--- src/rtl/matmul_pkg.sv ---
// Shared types and default sizes for the matmul result scratchpad.
// The build option MATMUL_SP_CMP_EN is consumed by the interface and the top.
package matmul_pkg;

    localparam int DATA_WIDTH_DEF = 8;
    localparam int N_DEF          = 4;
    localparam int M_DEF          = 4;
    localparam int SP_BANKS_DEF   = 4;

    typedef logic signed [2*DATA_WIDTH_DEF-1:0] result_t;

    typedef enum logic [1:0] {
        ST_IDLE,
        ST_CAPTURE,
        ST_DONE
    } sp_state_e;

    // Index widths never collapse to zero bits, so single-entry dimensions still get a port.
    function automatic int clog2_min1(input int v);
        return (v <= 2) ? 1 : $clog2(v);
    endfunction

endpackage

--- src/rtl/matmul_result_sp_if.sv ---
// Capture/read bus of the matmul result scratchpad.
// With MATMUL_SP_CMP_EN defined it also carries the expected-data compare signals.
interface matmul_result_sp_if
    import matmul_pkg::*;
#(
    parameter int DATA_WIDTH = DATA_WIDTH_DEF,
    parameter int N_DIM      = N_DEF,
    parameter int M_DIM      = M_DEF,
    parameter int SP_BANKS   = SP_BANKS_DEF
);
    localparam int EW = 2 * DATA_WIDTH;
    localparam int BW = clog2_min1(SP_BANKS);
    localparam int RW = clog2_min1(N_DIM);
    localparam int CW = clog2_min1(M_DIM);

    logic                 start_i;
    logic [BW-1:0]        bank_i;
    logic                 wr_valid_i;
    logic signed [EW-1:0] wr_data_i;
    logic                 wr_ready_o;
    logic                 done_o;
    logic [SP_BANKS-1:0]  bank_full_o;
    logic                 rd_en_i;
    logic [BW-1:0]        rd_bank_i;
    logic [RW-1:0]        rd_row_i;
    logic [CW-1:0]        rd_col_i;
    logic signed [EW-1:0] rd_data_o;
    logic                 rd_valid_o;
    logic                 clr_i;
`ifdef MATMUL_SP_CMP_EN
    localparam int IW = $clog2(N_DIM * M_DIM + 1);
    logic signed [EW-1:0] exp_data_i;
    logic [15:0]          err_cnt_o;
    logic [IW-1:0]        first_err_idx_o;
`endif

    modport slave (
`ifdef MATMUL_SP_CMP_EN
        input  exp_data_i,
        output err_cnt_o, first_err_idx_o,
`endif
        input  start_i, bank_i, wr_valid_i, wr_data_i, rd_en_i, rd_bank_i,
               rd_row_i, rd_col_i, clr_i,
        output wr_ready_o, done_o, bank_full_o, rd_data_o, rd_valid_o
    );

    modport master (
`ifdef MATMUL_SP_CMP_EN
        output exp_data_i,
        input  err_cnt_o, first_err_idx_o,
`endif
        output start_i, bank_i, wr_valid_i, wr_data_i, rd_en_i, rd_bank_i,
               rd_row_i, rd_col_i, clr_i,
        input  wr_ready_o, done_o, bank_full_o, rd_data_o, rd_valid_o
    );

endinterface

--- src/rtl/matmul_sp_bank.sv ---
// One result-matrix bank: 1W/1R synchronous RAM, read returns pre-write contents.
module matmul_sp_bank #(
    parameter int WIDTH = 16,
    parameter int DEPTH = 16,
    parameter int AW    = 4
) (
    input  logic             clk,
    input  logic             we,
    input  logic [AW-1:0]    waddr,
    input  logic [WIDTH-1:0] wdata,
    input  logic             re,
    input  logic [AW-1:0]    raddr,
    output logic [WIDTH-1:0] rdata
);
    logic [WIDTH-1:0] mem [DEPTH];

    always_ff @(posedge clk) begin
        if (we) mem[waddr] <= wdata;
        if (re) rdata <= mem[raddr];
    end

endmodule

--- src/rtl/matmul_result_sp.sv ---
// Result scratchpad: captures row-major matrices into SP_BANKS banks and serves reads.
// Define MATMUL_SP_CMP_EN to add per-element comparison against exp_data_i.
module matmul_result_sp
    import matmul_pkg::*;
#(
    parameter int DATA_WIDTH = DATA_WIDTH_DEF,
    parameter int N_DIM      = N_DEF,
    parameter int M_DIM      = M_DEF,
    parameter int SP_BANKS   = SP_BANKS_DEF
) (
    input logic              clk,
    input logic              rst,
    matmul_result_sp_if.slave bus
);
    localparam int EW    = 2 * DATA_WIDTH;
    localparam int DEPTH = N_DIM * M_DIM;
    localparam int AW    = clog2_min1(DEPTH);
    localparam int BW    = clog2_min1(SP_BANKS);
    localparam logic [AW-1:0] LAST = AW'(DEPTH - 1);

    sp_state_e           state_q, state_d;
    logic [AW-1:0]       cnt_q;
    logic [BW-1:0]       bank_q;
    logic [SP_BANKS-1:0] full_q;
    logic                start_acc, accept, last_acc;
    logic [SP_BANKS-1:0] start_mask, set_mask;

    always_ff @(posedge clk) begin
        if (rst) state_q <= ST_IDLE;
        else     state_q <= state_d;
    end

    always_comb begin
        state_d        = state_q;
        start_acc      = 1'b0;
        accept         = 1'b0;
        bus.wr_ready_o = 1'b0;
        bus.done_o     = 1'b0;
        case (state_q)
            ST_IDLE: begin
                if (bus.start_i) begin
                    start_acc = 1'b1;
                    state_d   = ST_CAPTURE;
                end
            end
            ST_CAPTURE: begin
                bus.wr_ready_o = 1'b1;
                accept         = bus.wr_valid_i;
                if (bus.wr_valid_i && cnt_q == LAST) state_d = ST_DONE;
            end
            ST_DONE: begin
                bus.done_o = 1'b1;
                state_d    = ST_IDLE;
            end
            default: state_d = ST_IDLE;
        endcase
    end

    assign last_acc   = accept && (cnt_q == LAST);
    assign start_mask = start_acc ? (SP_BANKS'(1) << bus.bank_i) : '0;
    assign set_mask   = last_acc  ? (SP_BANKS'(1) << bank_q)     : '0;

    // Full flag rises with the final accept so it is visible during the DONE cycle.
    always_ff @(posedge clk) begin
        if (rst) begin
            cnt_q  <= '0;
            bank_q <= '0;
            full_q <= '0;
        end else begin
            if (start_acc) begin
                cnt_q  <= '0;
                bank_q <= bus.bank_i;
            end else if (last_acc) begin
                cnt_q <= '0;
            end else if (accept) begin
                cnt_q <= cnt_q + 1'b1;
            end
            if (bus.clr_i) full_q <= '0;
            else           full_q <= (full_q & ~start_mask) | set_mask;
        end
    end

    assign bus.bank_full_o = full_q;

    logic [AW-1:0] raddr;
    logic [EW-1:0] bank_dout [SP_BANKS];

    assign raddr = AW'(int'(bus.rd_row_i) * M_DIM + int'(bus.rd_col_i));

    for (genvar b = 0; b < SP_BANKS; b++) begin : g_bank
        matmul_sp_bank #(.WIDTH(EW), .DEPTH(DEPTH), .AW(AW)) u_bank (
            .clk   (clk),
            .we    (accept && bank_q == BW'(b)),
            .waddr (cnt_q),
            .wdata (bus.wr_data_i),
            .re    (bus.rd_en_i && bus.rd_bank_i == BW'(b)),
            .raddr (raddr),
            .rdata (bank_dout[b])
        );
    end

    // Read stage p1: bank RAM output selected, last value held while idle.
    logic          rd_vld_p1;
    logic [BW-1:0] rd_bank_p1;
    logic [EW-1:0] rd_hold_p1;
    logic [EW-1:0] rd_data_p1;

    always_ff @(posedge clk) begin
        if (rst) begin
            rd_vld_p1  <= 1'b0;
            rd_bank_p1 <= '0;
            rd_hold_p1 <= '0;
        end else begin
            rd_vld_p1  <= bus.rd_en_i;
            rd_bank_p1 <= bus.rd_bank_i;
            rd_hold_p1 <= rd_data_p1;
        end
    end

    assign rd_data_p1     = rd_vld_p1 ? bank_dout[rd_bank_p1] : rd_hold_p1;
    assign bus.rd_data_o  = rd_data_p1;
    assign bus.rd_valid_o = rd_vld_p1;

`ifdef MATMUL_SP_CMP_EN
    localparam int IW = $clog2(DEPTH + 1);

    logic [15:0]   err_cnt_q;
    logic [IW-1:0] first_err_q;

    always_ff @(posedge clk) begin
        if (rst || start_acc) begin
            err_cnt_q   <= '0;
            first_err_q <= '1;
        end else if (accept && bus.wr_data_i != bus.exp_data_i) begin
            if (err_cnt_q != 16'hFFFF) err_cnt_q <= err_cnt_q + 16'd1;
            if (first_err_q == '1)     first_err_q <= IW'(cnt_q);
        end
    end

    assign bus.err_cnt_o       = err_cnt_q;
    assign bus.first_err_idx_o = first_err_q;
`endif

endmodule

--- src/flat_wrapper.sv ---
// flat-port wrapper written by rule: the top's interface ports become plain ports
module matmul_result_sp_flat import matmul_pkg::*;
#(
    parameter int DATA_WIDTH = DATA_WIDTH_DEF,
    parameter int N_DIM      = N_DEF,
    parameter int M_DIM      = M_DEF,
    parameter int SP_BANKS   = SP_BANKS_DEF
)
  (clk, rst, bus_start_i, bus_bank_i, bus_wr_valid_i, bus_wr_data_i, bus_rd_en_i, bus_rd_bank_i, bus_rd_row_i, bus_rd_col_i, bus_clr_i, bus_wr_ready_o, bus_done_o, bus_bank_full_o, bus_rd_data_o, bus_rd_valid_o);
  matmul_result_sp_if #(.DATA_WIDTH(DATA_WIDTH), .N_DIM(N_DIM), .M_DIM(M_DIM), .SP_BANKS(SP_BANKS)) bus_i ();
  input logic clk;
  input logic rst;
  input wire logic [$bits(bus_i.start_i)-1:0] bus_start_i;
  input wire logic [$bits(bus_i.bank_i)-1:0] bus_bank_i;
  input wire logic [$bits(bus_i.wr_valid_i)-1:0] bus_wr_valid_i;
  input wire logic [$bits(bus_i.wr_data_i)-1:0] bus_wr_data_i;
  input wire logic [$bits(bus_i.rd_en_i)-1:0] bus_rd_en_i;
  input wire logic [$bits(bus_i.rd_bank_i)-1:0] bus_rd_bank_i;
  input wire logic [$bits(bus_i.rd_row_i)-1:0] bus_rd_row_i;
  input wire logic [$bits(bus_i.rd_col_i)-1:0] bus_rd_col_i;
  input wire logic [$bits(bus_i.clr_i)-1:0] bus_clr_i;
  output wire logic [$bits(bus_i.wr_ready_o)-1:0] bus_wr_ready_o;
  output wire logic [$bits(bus_i.done_o)-1:0] bus_done_o;
  output wire logic [$bits(bus_i.bank_full_o)-1:0] bus_bank_full_o;
  output wire logic [$bits(bus_i.rd_data_o)-1:0] bus_rd_data_o;
  output wire logic [$bits(bus_i.rd_valid_o)-1:0] bus_rd_valid_o;
  assign bus_i.start_i = bus_start_i;
  assign bus_i.bank_i = bus_bank_i;
  assign bus_i.wr_valid_i = bus_wr_valid_i;
  assign bus_i.wr_data_i = bus_wr_data_i;
  assign bus_i.rd_en_i = bus_rd_en_i;
  assign bus_i.rd_bank_i = bus_rd_bank_i;
  assign bus_i.rd_row_i = bus_rd_row_i;
  assign bus_i.rd_col_i = bus_rd_col_i;
  assign bus_i.clr_i = bus_clr_i;
  assign bus_wr_ready_o = bus_i.wr_ready_o;
  assign bus_done_o = bus_i.done_o;
  assign bus_bank_full_o = bus_i.bank_full_o;
  assign bus_rd_data_o = bus_i.rd_data_o;
  assign bus_rd_valid_o = bus_i.rd_valid_o;
  matmul_result_sp #(.DATA_WIDTH(DATA_WIDTH), .N_DIM(N_DIM), .M_DIM(M_DIM), .SP_BANKS(SP_BANKS)) u_core (.clk(clk), .rst(rst), .bus(bus_i));
endmodule
--- config.mk ---
export PLATFORM = sky130hd
export DESIGN_NAME = matmul_result_sp_flat
export DESIGN_NICKNAME = d
export VERILOG_FILES = /design/src/rtl/matmul_pkg.sv /design/src/rtl/matmul_result_sp_if.sv /design/src/rtl/matmul_sp_bank.sv /design/src/rtl/matmul_result_sp.sv /design/src/flat_wrapper.sv
export SDC_FILE = /design/constraint.sdc
export NUM_CORES = 1
export LEC_CHECK = 0
export ABC_AREA = 1
export CAP_MARGIN = 20
export CELL_PAD_IN_SITES_DETAIL_PLACEMENT = 0
export CELL_PAD_IN_SITES_GLOBAL_PLACEMENT = 1
export CORE_MARGIN = 10
export CORE_UTILIZATION = 55
export CTS_BUF_LIST = sky130_fd_sc_hd__clkbuf_8 sky130_fd_sc_hd__clkbuf_16
export DETAILED_ROUTE_END_ITERATION = 8
export DONT_BUFFER_PORTS = 1
export GPL_TIMING_DRIVEN = 0
export PLACE_DENSITY_LB_ADDON = 0.1
export SETUP_SLACK_MARGIN = 0.3
export SLEW_MARGIN = 20
export SYNTH_ARGS = -nofsm -noshare
export SYNTH_HDL_FRONTEND = slang
export SYNTH_SLANG_ARGS = --single-unit
export TNS_END_PERCENT = 5
--- constraint.sdc ---
create_clock -name clk -period 4.8 [get_ports clk]
set_input_delay 0.72 -clock clk [delete_from_list [all_inputs] [get_ports clk]]
set_output_delay 0.72 -clock clk [all_outputs]
set_load 0.02 [all_outputs]
==> run_results.csv <==
group,metric,value,unit
status,outcome,"completed",
min_path,hp-start,"rst",
layout,drive_gt1_share,10.1,%
yosys,synth_mux_area_share,0,%
yosys,synth_seq_cells,1119,
pwr,combPwrFrac,5.7,%
yosys,yosysSeqAreaShare,69.2,%
clocking,cts_resized,0,
sta,fmax,260,MHz
clocking,clk_transition_reported_paths,60,ps
global_route,grt_pass1_vias,30400,
detailed_routing,vias,33300,
yosys,ys_types,23,
sta,tns,0,ps
critical_path,crit_buf_inv,3,
critical_path,r2r_slack,1740,ps
sta,maxSlewViolCount,0,
yosys,synthSimpleGateAreaFrac,21.0,%
floorplan,fp.dieW,316,um
yosys,yosysTopAreaCellShare,67.9,%
placement,hpwl,97200,um
detailed_routing,post_drt_wl_per_cell,24.9,um
yosys,synth_top_family_by_area,"simple AND/OR/NAND/NOR gates",
pwr,internal-power,16.2,mW
critical_path,setup.worst_path.class,"register to output port",
yosys,synth_fa_ha_area_share,0.104,%
yosys,netlist_instances,4632,
placement,io_buffer_count,0,
clocking,clock_path_buffers,3,
pwr,vdd_drop_max,0.000354,V
critical_path,path_delay_family,"buffers and inverters",
detailed_routing,viasPerCell,5.49,
global_route,overflow,0,
yosys,synth_area_leaders,"edfxtp_1, nand2_1, nand3_1",
pwr,swShare,22.8,%
clocking,numCtsBuffers,116,
layout,syn_to_final_growth,12.6,%
clocking,root_buffer,"clkbuf_16",
yosys,post-synth-top-area-cell,"edfxtp_1",
floorplan,row_count,108,
sta,setup_ws,953,ps
min_path,hold_path_class,"primary input to register",
sta,clock_skew,29.9,ps
pwr,p_seq_share,51.3,%
floorplan,io_pins,53,
placement,place.gp.congestion,0.918,
detailed_routing,drc_errors,0,
yosys,ys_warn_count,0,
global_route,grt_usage,30.0,%
pwr,p_per_area,388,mW/mm^2
critical_path,cp_slowest_stage_delay,620,ps
clocking,ctsHoldBuffers,0,
sta,fin_crit,3850,ps
sta,whs,70.7,ps
clocking,htree_num_levels,3,
min_path,whs_endpoint,"u_core.rd_hold_p1[15]$_SDFF_PP0_",
min_path,hold_depth,1,
critical_path,cp_max_fo,10,
critical_path,cp.arrival,3130,ps
yosys,synth_compound_area_share,0.291,%
clocking,cts.sinks,1119,
sta,period_share,80.2,%
detailed_routing,drtPass1Iterations,6,
sta,slew_headroom,19.9,%
clocking,clk-insertion-delay-late,730,ps
critical_path,cp_common_cell,"nand2_1",
sta,tightest_slew,1200,ps
critical_path,r2r_start,"u_core.state_q[0]$_SDFFE_PP0P_",
floorplan,start_util,55.5,%
detailed_routing,routed_wl,151000,um
sta,hold_viol,0,
critical_path,crit_required,4080,ps
run,timing.max_cap.violations,0,
critical_path,slowest_stage,"clkbuf_1",
critical_path,worstSetupStartpointType,"register",
yosys,netlist_area,0.0481,mm^2
yosys,syn_avg_cell_area,10.4,um^2
global_route,grt_first_pass_wirelength,212000,um
floorplan,core_area,0.0868,mm^2
pwr,p_clk_share,43.0,%
layout,final_common_cell,"nand2_1",
critical_path,crit_chain,"clkbuf_1 -> inv_1 -> buf_2 -> nand2_1 -> nand2_1",
critical_path,ff2ff_path_depth,8,
floorplan,die-area,0.0997,mm^2
sta,setup_viol,0,
clocking,cts_setup_buffers,0,
floorplan,die_y,316,um
critical_path,crit_path_end_kind,"output port",
placement,place_ws,1810,ps
clocking,cts_tree,"built",
yosys,post_synth_xor_area_fraction,0.0364,%
detailed_routing,dr.first_iter.drc_count,4450,
yosys,synthesis.nets,4666,
global_route,antenna_found_initial,9,
pwr,switchingPower,4.78,mW
global_route,grt_max_degree,65,
critical_path,r2r-end,"u_core.g_bank[1].u_bank.mem[8][2]$_DFFE_PP_",
pwr,total_leakage_power,23.1,nW
sta,rsz0062_at_grt,"no",
layout,final_nets,4835,
detailed_routing,detail-route-antenna-nets,0,
layout,layout_common_cells,"nand2_1, edfxtp_1, inv_1",
layout,fill_cells,7095,
[metal layers]
metal | vias up | track usage (%) | share of wire, %
met2 | 1731 | 46.3 | 45
li1 | 15300 | - | -
met5 | - | 0 | 0.0073
met1 | 16000 | 41.3 | 40
met4 | 2 | 11.4 | 3.7
met3 | 283 | 6.82 | 11
[power by group through the flow]
stage	combinational [mW]	sequential [mW]	clock (mW)
2_1_floorplan	0.684	11.0	0
3_3_place_gp	1.16	11.0	0
3_5_place_dp	1.17	11.0	0
4_1_cts	1.18	10.8	9.05
5_1_grt	1.28	10.8	9.45
6_report	1.20	10.8	9.04
[worst register-to-register path: cells and delay by family, from the launching register on]
kind	cells	cell delay (ps)
AND/OR/NAND/NOR	4	1610
flip-flops	1	330
buffers and inverters	4	820
[area by class of cell]
type	instances	area (um^2)	share of cell area, %
clock inverters	104	866	1.60
inverters	833	3130	5.78
diodes	2	5.00	0.00923
flip-flops and latches	1119	33300	61.4
clock buffers	117	2930	5.40
well taps	1155	1450	2.67
repair buffers	51	608	1.12
multi-input cells	2448	10600	19.5
plain buffers	232	1390	2.57
[Yosys cell counts (all sizes together)]
cell type / number
nor2: 108
ha: 4
inv: 833
a21oi: 24
xor2: 2
nand2: 1490
edfxtp: 1088
dfxtp: 31
o21ai: 4
buf: 203
nor3: 4
clkbuf: 29
nand3: 795
or2: 17
[how the worst max path moves through the flow]
stage	start	cells past startpoint	slack [ps]	endpoint
after floorplan	bus_rd_bank_i[1]	2	2450	u_core.g_bank[3].u_bank.rdata[0]$_DFFE_PP_
after global placement	u_core.state_q[0]$_SDFFE_PP0P_	7	1090	u_core.g_bank[1].u_bank.mem[5][0]$_DFFE_PP_
after detailed placement	u_core.bus.rd_valid_o$_SDFF_PP0_	5	1810	bus_rd_data_o[13]
after CTS	u_core.bus.rd_valid_o$_SDFF_PP0_	5	1050	bus_rd_data_o[14]
after global routing	u_core.bus.rd_valid_o$_SDFF_PP0_	5	900	bus_rd_data_o[13]
final	u_core.bus.rd_valid_o$_SDFF_PP0_	5	950	bus_rd_data_o[13]
[metrics by stage]
| step | instances | cell area (um^2) | power, mW | utilization, % |
|---|---|---|---|---|
| floorplan | 4632 | 48100 | 11.7 | - |
| global placement | 5787 | 49600 | 12.1 | 57.1 |
| detailed placement | 5838 | 50400 | 12.1 | 58.1 |
| CTS | 6059 | 54200 | 21.0 | 62.5 |
| global route | 6059 | 54200 | 21.5 | 62.5 |
| finish | 6061 | 54200 | 21.0 | 62.5 |
[sequential cells by signal, summed over array words and instances, names as in the netlist]
signal / flops
u_core.bank_q: 2
u_core.state_q: 2
u_core.rd_hold_p1: 16
u_core.cnt_q: 4
u_core.bus.bank_full_o: 4
u_core.g_bank.u_bank.mem: 1024
u_core.g_bank.u_bank.rdata: 64
u_core.rd_bank_p1: 2
u_core.bus.rd_valid_o: 1
[kinds of logic after synthesis]
family                   count (synthesis)
flip-flops                            1119
adder cells (fa/ha/maj)                  4
XOR/XNOR                                 2
AO/OA/AOI/OAI                           28
buffers and inverters                 1065
AND/OR/NAND/NOR                       2414
Power figures use the tool's default switching activity.
